## src/rtl/ysyx_040750_data_st_if.sv

```systemverilog
`timescale 1ns/1ps
`default_nettype none
// ysyx_040750_data_st_if: store request channel plus data-memory write channel (AW/W/B).
// Rev 1.0
interface ysyx_040750_data_st_if;
  logic        I_st_valid;
  logic        O_st_ready;
  logic [63:0] I_st_addr;
  logic [63:0] I_st_data;
  logic [1:0]  I_st_size;
  logic        O_st_done;
  logic        O_st_err;
  logic        O_mem_awvalid;
  logic        I_mem_awready;
  logic [63:0] O_mem_awaddr;
  logic        O_mem_wvalid;
  logic        I_mem_wready;
  logic [63:0] O_mem_wdata;
  logic [7:0]  O_mem_wstrb;
  logic        I_mem_bvalid;
  logic        O_mem_bready;
  logic [1:0]  I_mem_bresp;

  modport slave (
    input  I_st_valid, I_st_addr, I_st_data, I_st_size,
    input  I_mem_awready, I_mem_wready, I_mem_bvalid, I_mem_bresp,
    output O_st_ready, O_st_done, O_st_err,
    output O_mem_awvalid, O_mem_awaddr, O_mem_wvalid, O_mem_wdata, O_mem_wstrb, O_mem_bready
  );

  modport master (
    output I_st_valid, I_st_addr, I_st_data, I_st_size,
    output I_mem_awready, I_mem_wready, I_mem_bvalid, I_mem_bresp,
    input  O_st_ready, O_st_done, O_st_err,
    input  O_mem_awvalid, O_mem_awaddr, O_mem_wvalid, O_mem_wdata, O_mem_wstrb, O_mem_bready
  );
endinterface
`default_nettype wire

```

## src/rtl/ysyx_040750_data_st.sv

```systemverilog
`timescale 1ns/1ps
`default_nettype none
// ysyx_040750_data_st: aligns a store into byte lanes and issues one or two AW/W/B bus writes.
// Rev 1.0
module ysyx_040750_data_st #(
  parameter bit P_ALLOW_SPLIT = 1'b1
) (
  input  wire logic              I_sys_clk,
  input  wire logic              I_rst,
  ysyx_040750_data_st_if.slave   io_st
);

  typedef enum logic [1:0] {
    S_IDLE = 2'd0,
    S_XFER = 2'd1,
    S_RESP = 2'd2,
    S_DONE = 2'd3
  } state_t;

  state_t        r_state, w_next;
  logic          r_awvalid, r_wvalid, r_err, r_beat1;
  logic [63:0]   r_awaddr, r_wdata, r_b1_data;
  logic [7:0]    r_wstrb, r_b1_strb;

  logic [7:0]    w_mask;
  logic [15:0]   w_strb16;
  logic [127:0]  w_data128;
  logic          w_split, w_reject, w_accept, w_xfer_end, w_b_fire, w_b_err;

  // Lane placement across a 16-byte window; the upper half is the second beat.
  always_comb begin
    case (io_st.I_st_size)
      2'd0:    w_mask = 8'h01;
      2'd1:    w_mask = 8'h03;
      2'd2:    w_mask = 8'h0F;
      default: w_mask = 8'hFF;
    endcase
    w_strb16  = {8'h00, w_mask} << io_st.I_st_addr[2:0];
    w_data128 = {64'h0, io_st.I_st_data} << {io_st.I_st_addr[2:0], 3'b000};
  end

  assign w_split    = |w_strb16[15:8];
  assign w_reject   = w_split && !P_ALLOW_SPLIT;
  assign w_accept   = (r_state == S_IDLE) && io_st.I_st_valid;
  assign w_xfer_end = (r_state == S_XFER) && (!r_awvalid || io_st.I_mem_awready)
                                          && (!r_wvalid  || io_st.I_mem_wready);
  assign w_b_fire   = (r_state == S_RESP) && io_st.I_mem_bvalid;
  assign w_b_err    = |io_st.I_mem_bresp;

  always_comb begin
    w_next = r_state;
    case (r_state)
      S_IDLE:  if (io_st.I_st_valid) w_next = w_reject ? S_DONE : S_XFER;
      S_XFER:  if (w_xfer_end) w_next = S_RESP;
      S_RESP:  if (w_b_fire) w_next = (w_b_err || !r_beat1) ? S_DONE : S_XFER;
      S_DONE:  w_next = S_IDLE;
      default: w_next = S_IDLE;
    endcase
  end

  always_comb begin
    io_st.O_st_ready    = (r_state == S_IDLE);
    io_st.O_st_done     = (r_state == S_DONE);
    io_st.O_st_err      = (r_state == S_DONE) && r_err;
    io_st.O_mem_bready  = (r_state == S_RESP);
    io_st.O_mem_awvalid = r_awvalid;
    io_st.O_mem_wvalid  = r_wvalid;
    io_st.O_mem_awaddr  = r_awaddr;
    io_st.O_mem_wdata   = r_wdata;
    io_st.O_mem_wstrb   = r_wstrb;
  end

  always_ff @(posedge I_sys_clk) begin
    if (I_rst) begin
      r_state   <= S_IDLE;
      r_awvalid <= 1'b0;
      r_wvalid  <= 1'b0;
      r_err     <= 1'b0;
      r_beat1   <= 1'b0;
      r_awaddr  <= '0;
      r_wdata   <= '0;
      r_wstrb   <= '0;
      r_b1_data <= '0;
      r_b1_strb <= '0;
    end else begin
      r_state <= w_next;
      case (r_state)
        S_IDLE: if (w_accept) begin
          r_err     <= w_reject;
          r_beat1   <= w_split;
          r_b1_data <= w_data128[127:64];
          r_b1_strb <= w_strb16[15:8];
          if (!w_reject) begin
            r_awaddr  <= {io_st.I_st_addr[63:3], 3'b000};
            r_wdata   <= w_data128[63:0];
            r_wstrb   <= w_strb16[7:0];
            r_awvalid <= 1'b1;
            r_wvalid  <= 1'b1;
          end
        end
        S_XFER: begin
          if (io_st.I_mem_awready) r_awvalid <= 1'b0;
          if (io_st.I_mem_wready)  r_wvalid  <= 1'b0;
        end
        S_RESP: if (w_b_fire) begin
          r_err <= w_b_err;
          // An errored first beat leaves r_beat1 set but unused; DONE follows.
          if (!w_b_err && r_beat1) begin
            r_beat1   <= 1'b0;
            r_awaddr  <= r_awaddr + 64'd8;
            r_wdata   <= r_b1_data;
            r_wstrb   <= r_b1_strb;
            r_awvalid <= 1'b1;
            r_wvalid  <= 1'b1;
          end
        end
        default: ;
      endcase
    end
  end

endmodule
`default_nettype wire

```

## src/flat_wrapper.sv

```systemverilog
// flat-port wrapper written by rule: the top's interface ports become plain ports
module ysyx_040750_data_st_flat 
#(
  parameter bit P_ALLOW_SPLIT = 1'b1
)
  (I_sys_clk, I_rst, io_st_I_st_valid, io_st_I_st_addr, io_st_I_st_data, io_st_I_st_size, io_st_I_mem_awready, io_st_I_mem_wready, io_st_I_mem_bvalid, io_st_I_mem_bresp, io_st_O_st_ready, io_st_O_st_done, io_st_O_st_err, io_st_O_mem_awvalid, io_st_O_mem_awaddr, io_st_O_mem_wvalid, io_st_O_mem_wdata, io_st_O_mem_wstrb, io_st_O_mem_bready);
  ysyx_040750_data_st_if io_st_i ();
  input  wire logic I_sys_clk;
  input  wire logic I_rst;
  input wire logic [$bits(io_st_i.I_st_valid)-1:0] io_st_I_st_valid;
  input wire logic [$bits(io_st_i.I_st_addr)-1:0] io_st_I_st_addr;
  input wire logic [$bits(io_st_i.I_st_data)-1:0] io_st_I_st_data;
  input wire logic [$bits(io_st_i.I_st_size)-1:0] io_st_I_st_size;
  input wire logic [$bits(io_st_i.I_mem_awready)-1:0] io_st_I_mem_awready;
  input wire logic [$bits(io_st_i.I_mem_wready)-1:0] io_st_I_mem_wready;
  input wire logic [$bits(io_st_i.I_mem_bvalid)-1:0] io_st_I_mem_bvalid;
  input wire logic [$bits(io_st_i.I_mem_bresp)-1:0] io_st_I_mem_bresp;
  output wire logic [$bits(io_st_i.O_st_ready)-1:0] io_st_O_st_ready;
  output wire logic [$bits(io_st_i.O_st_done)-1:0] io_st_O_st_done;
  output wire logic [$bits(io_st_i.O_st_err)-1:0] io_st_O_st_err;
  output wire logic [$bits(io_st_i.O_mem_awvalid)-1:0] io_st_O_mem_awvalid;
  output wire logic [$bits(io_st_i.O_mem_awaddr)-1:0] io_st_O_mem_awaddr;
  output wire logic [$bits(io_st_i.O_mem_wvalid)-1:0] io_st_O_mem_wvalid;
  output wire logic [$bits(io_st_i.O_mem_wdata)-1:0] io_st_O_mem_wdata;
  output wire logic [$bits(io_st_i.O_mem_wstrb)-1:0] io_st_O_mem_wstrb;
  output wire logic [$bits(io_st_i.O_mem_bready)-1:0] io_st_O_mem_bready;
  assign io_st_i.I_st_valid = io_st_I_st_valid;
  assign io_st_i.I_st_addr = io_st_I_st_addr;
  assign io_st_i.I_st_data = io_st_I_st_data;
  assign io_st_i.I_st_size = io_st_I_st_size;
  assign io_st_i.I_mem_awready = io_st_I_mem_awready;
  assign io_st_i.I_mem_wready = io_st_I_mem_wready;
  assign io_st_i.I_mem_bvalid = io_st_I_mem_bvalid;
  assign io_st_i.I_mem_bresp = io_st_I_mem_bresp;
  assign io_st_O_st_ready = io_st_i.O_st_ready;
  assign io_st_O_st_done = io_st_i.O_st_done;
  assign io_st_O_st_err = io_st_i.O_st_err;
  assign io_st_O_mem_awvalid = io_st_i.O_mem_awvalid;
  assign io_st_O_mem_awaddr = io_st_i.O_mem_awaddr;
  assign io_st_O_mem_wvalid = io_st_i.O_mem_wvalid;
  assign io_st_O_mem_wdata = io_st_i.O_mem_wdata;
  assign io_st_O_mem_wstrb = io_st_i.O_mem_wstrb;
  assign io_st_O_mem_bready = io_st_i.O_mem_bready;
  ysyx_040750_data_st #(.P_ALLOW_SPLIT(P_ALLOW_SPLIT)) u_core (.I_sys_clk(I_sys_clk), .I_rst(I_rst), .io_st(io_st_i));
endmodule
```

## config.mk

```make
export PLATFORM = sky130hd
export DESIGN_NAME = ysyx_040750_data_st_flat
export DESIGN_NICKNAME = d
export VERILOG_FILES = /design/src/rtl/ysyx_040750_data_st_if.sv /design/src/rtl/ysyx_040750_data_st.sv /design/src/flat_wrapper.sv
export SDC_FILE = /design/constraint.sdc
export NUM_CORES = 1
export LEC_CHECK = 0
export CORE_MARGIN = 2
export CORE_UTILIZATION = 40
export CTS_CLUSTER_SIZE = 30
export DETAILED_ROUTE_END_ITERATION = 6
export HOLD_SLACK_MARGIN = 0.12
export PLACE_DENSITY = 0.67
export SLEW_MARGIN = 40
export SYNTH_ARGS = -nofsm -noshare
export SYNTH_HDL_FRONTEND = slang
export SYNTH_SLANG_ARGS = --single-unit
```

## constraint.sdc

```tcl
create_clock -name I_sys_clk -period 3.92 [get_ports I_sys_clk]
set_input_delay 0.392 -clock I_sys_clk [delete_from_list [all_inputs] [get_ports I_sys_clk]]
set_output_delay 0.392 -clock I_sys_clk [all_outputs]
set_load 0.005 [all_outputs]
```

==> results.tsv <==
stage	metric	value	unit
setup_path	Buffers & Inverters on Critical Path	4	
setup_path	crit-path leading delay family	buffers and inverters	
timing	endpoints failing setup	0	
detailed_routing	drt via density	6.15	
die	Die Y	171	um
yosys	warnings from Yosys	0	
setup_path	Critical Path Fanout Max	36	
setup_path	reg2reg end	u_core.io_st.O_mem_awaddr[63]$_SDFFE_PP0P_	
timing	Least-Margin Pin Slew	0.800	ns
timing	Tmin final	2.85	ns
timing	Setup TNS	0	ns
die	Initial Util	0.404	
detailed_routing	vias post-DR	12493	
layout	fin nets	1774	
setup_path	CP cell instances	inv_1 -> nand2_2 -> inv_2 -> buf_4 -> clkdlybuf4s50_1	
placement	Buffers on Ports	276	
clocking	hold_buf cts	0	
detailed_routing	Routed Antenna Nets	0	
pwr	Leak Pwr	5.37	nW
pwr	Peak supply drop	0.328	mV
placement	DP HPWL	31100	um
yosys	Yosys reg bits	202	
yosys	asr flop ratio synth	0	
hold_path	hold crit path type	in2reg	
placement	placed instance area	14100	um2
global_routing	antenna violations before repair	2	
timing	worst setup margin	1.07	ns
setup_path	delay of the slowest critical-path stage	0.59	ns
setup_path	crit path max-delay cell type	clkdlybuf4s50_1	
pwr	PD cells	436	nW/um2
pwr	Tot Pwr	6.53	mW
setup_path	crit start category	flop	
yosys	Mean Syn Cell Area	7.75	um2
clocking	Worst-Skew Late Latency	0.52	ns
layout	Fill cells	2618	
yosys	Mapped Area	11200	um2
detailed_routing	iteration count of the initial detailed-routing pass	6	
setup_path	Reg2Reg Setup Slack	1.28	ns
detailed_routing	Initial DRC Count	1392	
timing	final hold viol count	0	
yosys	leading area contributor after synthesis	dfxtp_1	
global_routing	number of global-route vias before repair	11574	
layout	most common cell after layout, fill and taps aside	clkdlybuf4s50_1	
timing	Slew Limit Fails	0	
layout	share of layout cells above drive strength 1	0.0853	
yosys	number of synthesized flops with an enable pin	0	
yosys	Synth Instances	1444	
placement	routability cong.	0.975	
global_routing	largest net degree at the start of global routing	136	
setup_path	Crit Path Category	reg2out	
outcome	status	finished, final reports clean	
die	Horiz. Die Dim	171	um
placement	Placement Setup Slack	0.836	ns
timing	Max-slew headroom	0.467	
layout	flip-flop and latch area	4050	um2
clocking	root buffer cell	clkbuf_16	
layout	Non-Filler Instances	2032	
setup_path	Worst Setup End Kind	output port	
setup_path	CP Depth	5	
timing	clk_skew	0.0120	ns
setup_path	data required time at the worst endpoint	3.53	ns
clocking	Post CTS Setup Buffer Count	0	
yosys	register area share after synthesis	0.361	
setup_path	Critical path destination	io_st_O_mem_bready	
layout	Layout area overhead	33.9	%
clocking	CTS H-Tree Depth	1	
clocking	TritonCTS clock tree	built	
clocking	Clock transition at path regs	0.06	ns
yosys	area share of the largest cell type after synthesis	0.361	
yosys	Synth area leaders	dfxtp_1, nor2_1, mux2_2	
global_routing	gr usage total	0.290	
clocking	Max Root-Sink Buffers	3	
setup_path	worst-case reg-to-reg path depth	7	
layout	Multi-input gate area	6590	um2
die	die footprint	29300	um2
clocking	CTS buffer count	24	
clocking	post-CTS resize count	0	
layout	most frequent cells in the layout	clkdlybuf4s50_1, dfxtp_1, nor2_1	
timing	Max Clock Freq	351	MHz
job	max cap viols	0	
yosys	Netlist cell types	71	
timing	RSZ-0062 raised after global routing	false	
detailed_routing	drt total wl	44200	um
detailed_routing	DRC Markers	0	
die	core box area	27700	um2
detailed_routing	Avg WL per Cell	21.8	um
layout	Design Area, Final	15000	um2
global_routing	GR Overflow Total	0	
yosys	Synth Flop Type	dfxtp_1	
die	IO Pins	280	
setup_path	critical path arrival	2.46	ns
die	# rows	61	
timing	Final Cycle Share	0.727	
clocking	Sink Count	202	
setup_path	Reg-to-Reg Start	u_core.io_st.O_mem_awaddr[3]$_SDFFE_PP0P_	
placement	Cells after DPL	1987	
global_routing	first-pass GRT wire length	66700	um
setup_path	Worst Setup SP	u_core.r_state[0]$_SDFFE_PP0P_	
-- worst min-delay path by stage --
stage,startpoint,endpoint,depth (start not counted)
2_1_floorplan,u_core.r_beat1$_SDFFE_PP0P_,u_core.r_beat1$_SDFFE_PP0P_,2
3_3_place_gp,u_core.r_b1_data[46]$_SDFFE_PP0P_,u_core.r_b1_data[46]$_SDFFE_PP0P_,2
3_5_place_dp,u_core.r_b1_data[44]$_SDFFE_PP0P_,u_core.r_b1_data[44]$_SDFFE_PP0P_,2
4_1_cts,I_rst,u_core.io_st.O_mem_awaddr[10]$_SDFFE_PP0P_,2
5_1_grt,I_rst,u_core.r_state[0]$_SDFFE_PP0P_,2
6_report,I_rst,u_core.io_st.O_mem_awaddr[14]$_SDFFE_PP0P_,2
-- routing by layer --
metal	wire length [um]	part of all wire	track usage
met4	1650	0.037	0.113
met2	20500	0.46	0.486
met3	4690	0.11	0.0557
met5	18	0.00041	0
met1	17300	0.39	0.369
-- final cells by class --
class / instances / area share
multi-input cells: 1096 / 0.440
diodes: 1 / 0.000167
flip-flops and latches: 202 / 0.270
clock inverters: 10 / 0.0103
well taps: 378 / 0.0315
repair buffers: 301 / 0.199
clock buffers: 34 / 0.0467
inverters: 10 / 0.00250
-- cells in the mapped netlist, types with 4 or more instances --
master / instances
inv_1: 7
a221oi_1: 39
o22ai_1: 9
o211a_1: 6
nand2_1: 141
a22o_1: 9
a311oi_1: 7
a211oi_1: 38
mux2_2: 48
dfxtp_1: 202
o21ai_0: 52
and4_1: 11
buf_1: 28
mux2i_1: 48
nor3_1: 84
nand3_1: 72
a21o_1: 4
o221ai_1: 5
a31oi_1: 22
or3_1: 11
o2bb2ai_1: 8
nor4_1: 20
a222oi_1: 7
nand4_1: 10
or4_1: 4
a22oi_1: 29
nor4_2: 5
nor2_1: 200
and2_1: 8
a21oi_1: 100
o311ai_0: 7
o21a_1: 4
buf_4: 4
clkbuf_1: 96
buf_2: 8
o211ai_1: 17
and3_1: 25
-- power by group --
group	switching, mW	internal, mW
registers	0.223	2.26
clock network	0.902	1.50
logic	0.874	0.764
total	2.00	4.53
-- kinds of logic (layout without fill, tap and decap cells) --
| family | count (synthesis) | after routing | share of synthesized area |
|---|---|---|---|
| fa+ha+maj | 2 | 2 | 0.00201 |
| flops | 202 | 202 | 0.361 |
| mux | 96 | 96 | 0.0912 |
| buf+inv | 148 | 355 | 0.0526 |
| compound gates | 380 | 380 | 0.230 |
| simple gates | 613 | 613 | 0.261 |
| other cells | 1 | 4 | 0.000335 |
| xor+xnor | 2 | 2 | 0.00157 |
-- registers in the layout, summed over array words and instances, names as in the netlist --
signal / flops
u_core.io_st.O_mem_awaddr: 61
u_core.r_state: 2
u_core.r_beat1: 1
u_core.r_b1_strb: 7
u_core.io_st.O_mem_wdata: 64
u_core.r_b1_data: 56
u_core.io_st.O_mem_awvalid: 1
u_core.io_st.O_mem_wstrb: 8
u_core.r_err: 1
u_core.io_st.O_mem_wvalid: 1
-- through the flow --
stage | utilization | hold WS, ns
after detailed placement | 0.510 | 0.444
after floorplan | - | 0.432
after global placement | 0.510 | 0.438
final | 0.541 | 0.366
after global routing | 0.541 | 0.380
after CTS | 0.541 | 0.356
-- worst register-to-register path, stage by stage (launching register included) --
cell	delay, ns
dfxtp_1	0.45
ha_1	0.25
and4_1	0.29
and2_1	0.30
nand2_1	0.26
nor4_1	0.58
a211oi_1	0.15
a311oi_1	0.27
Note: power is estimated with default switching activity, not from simulation.
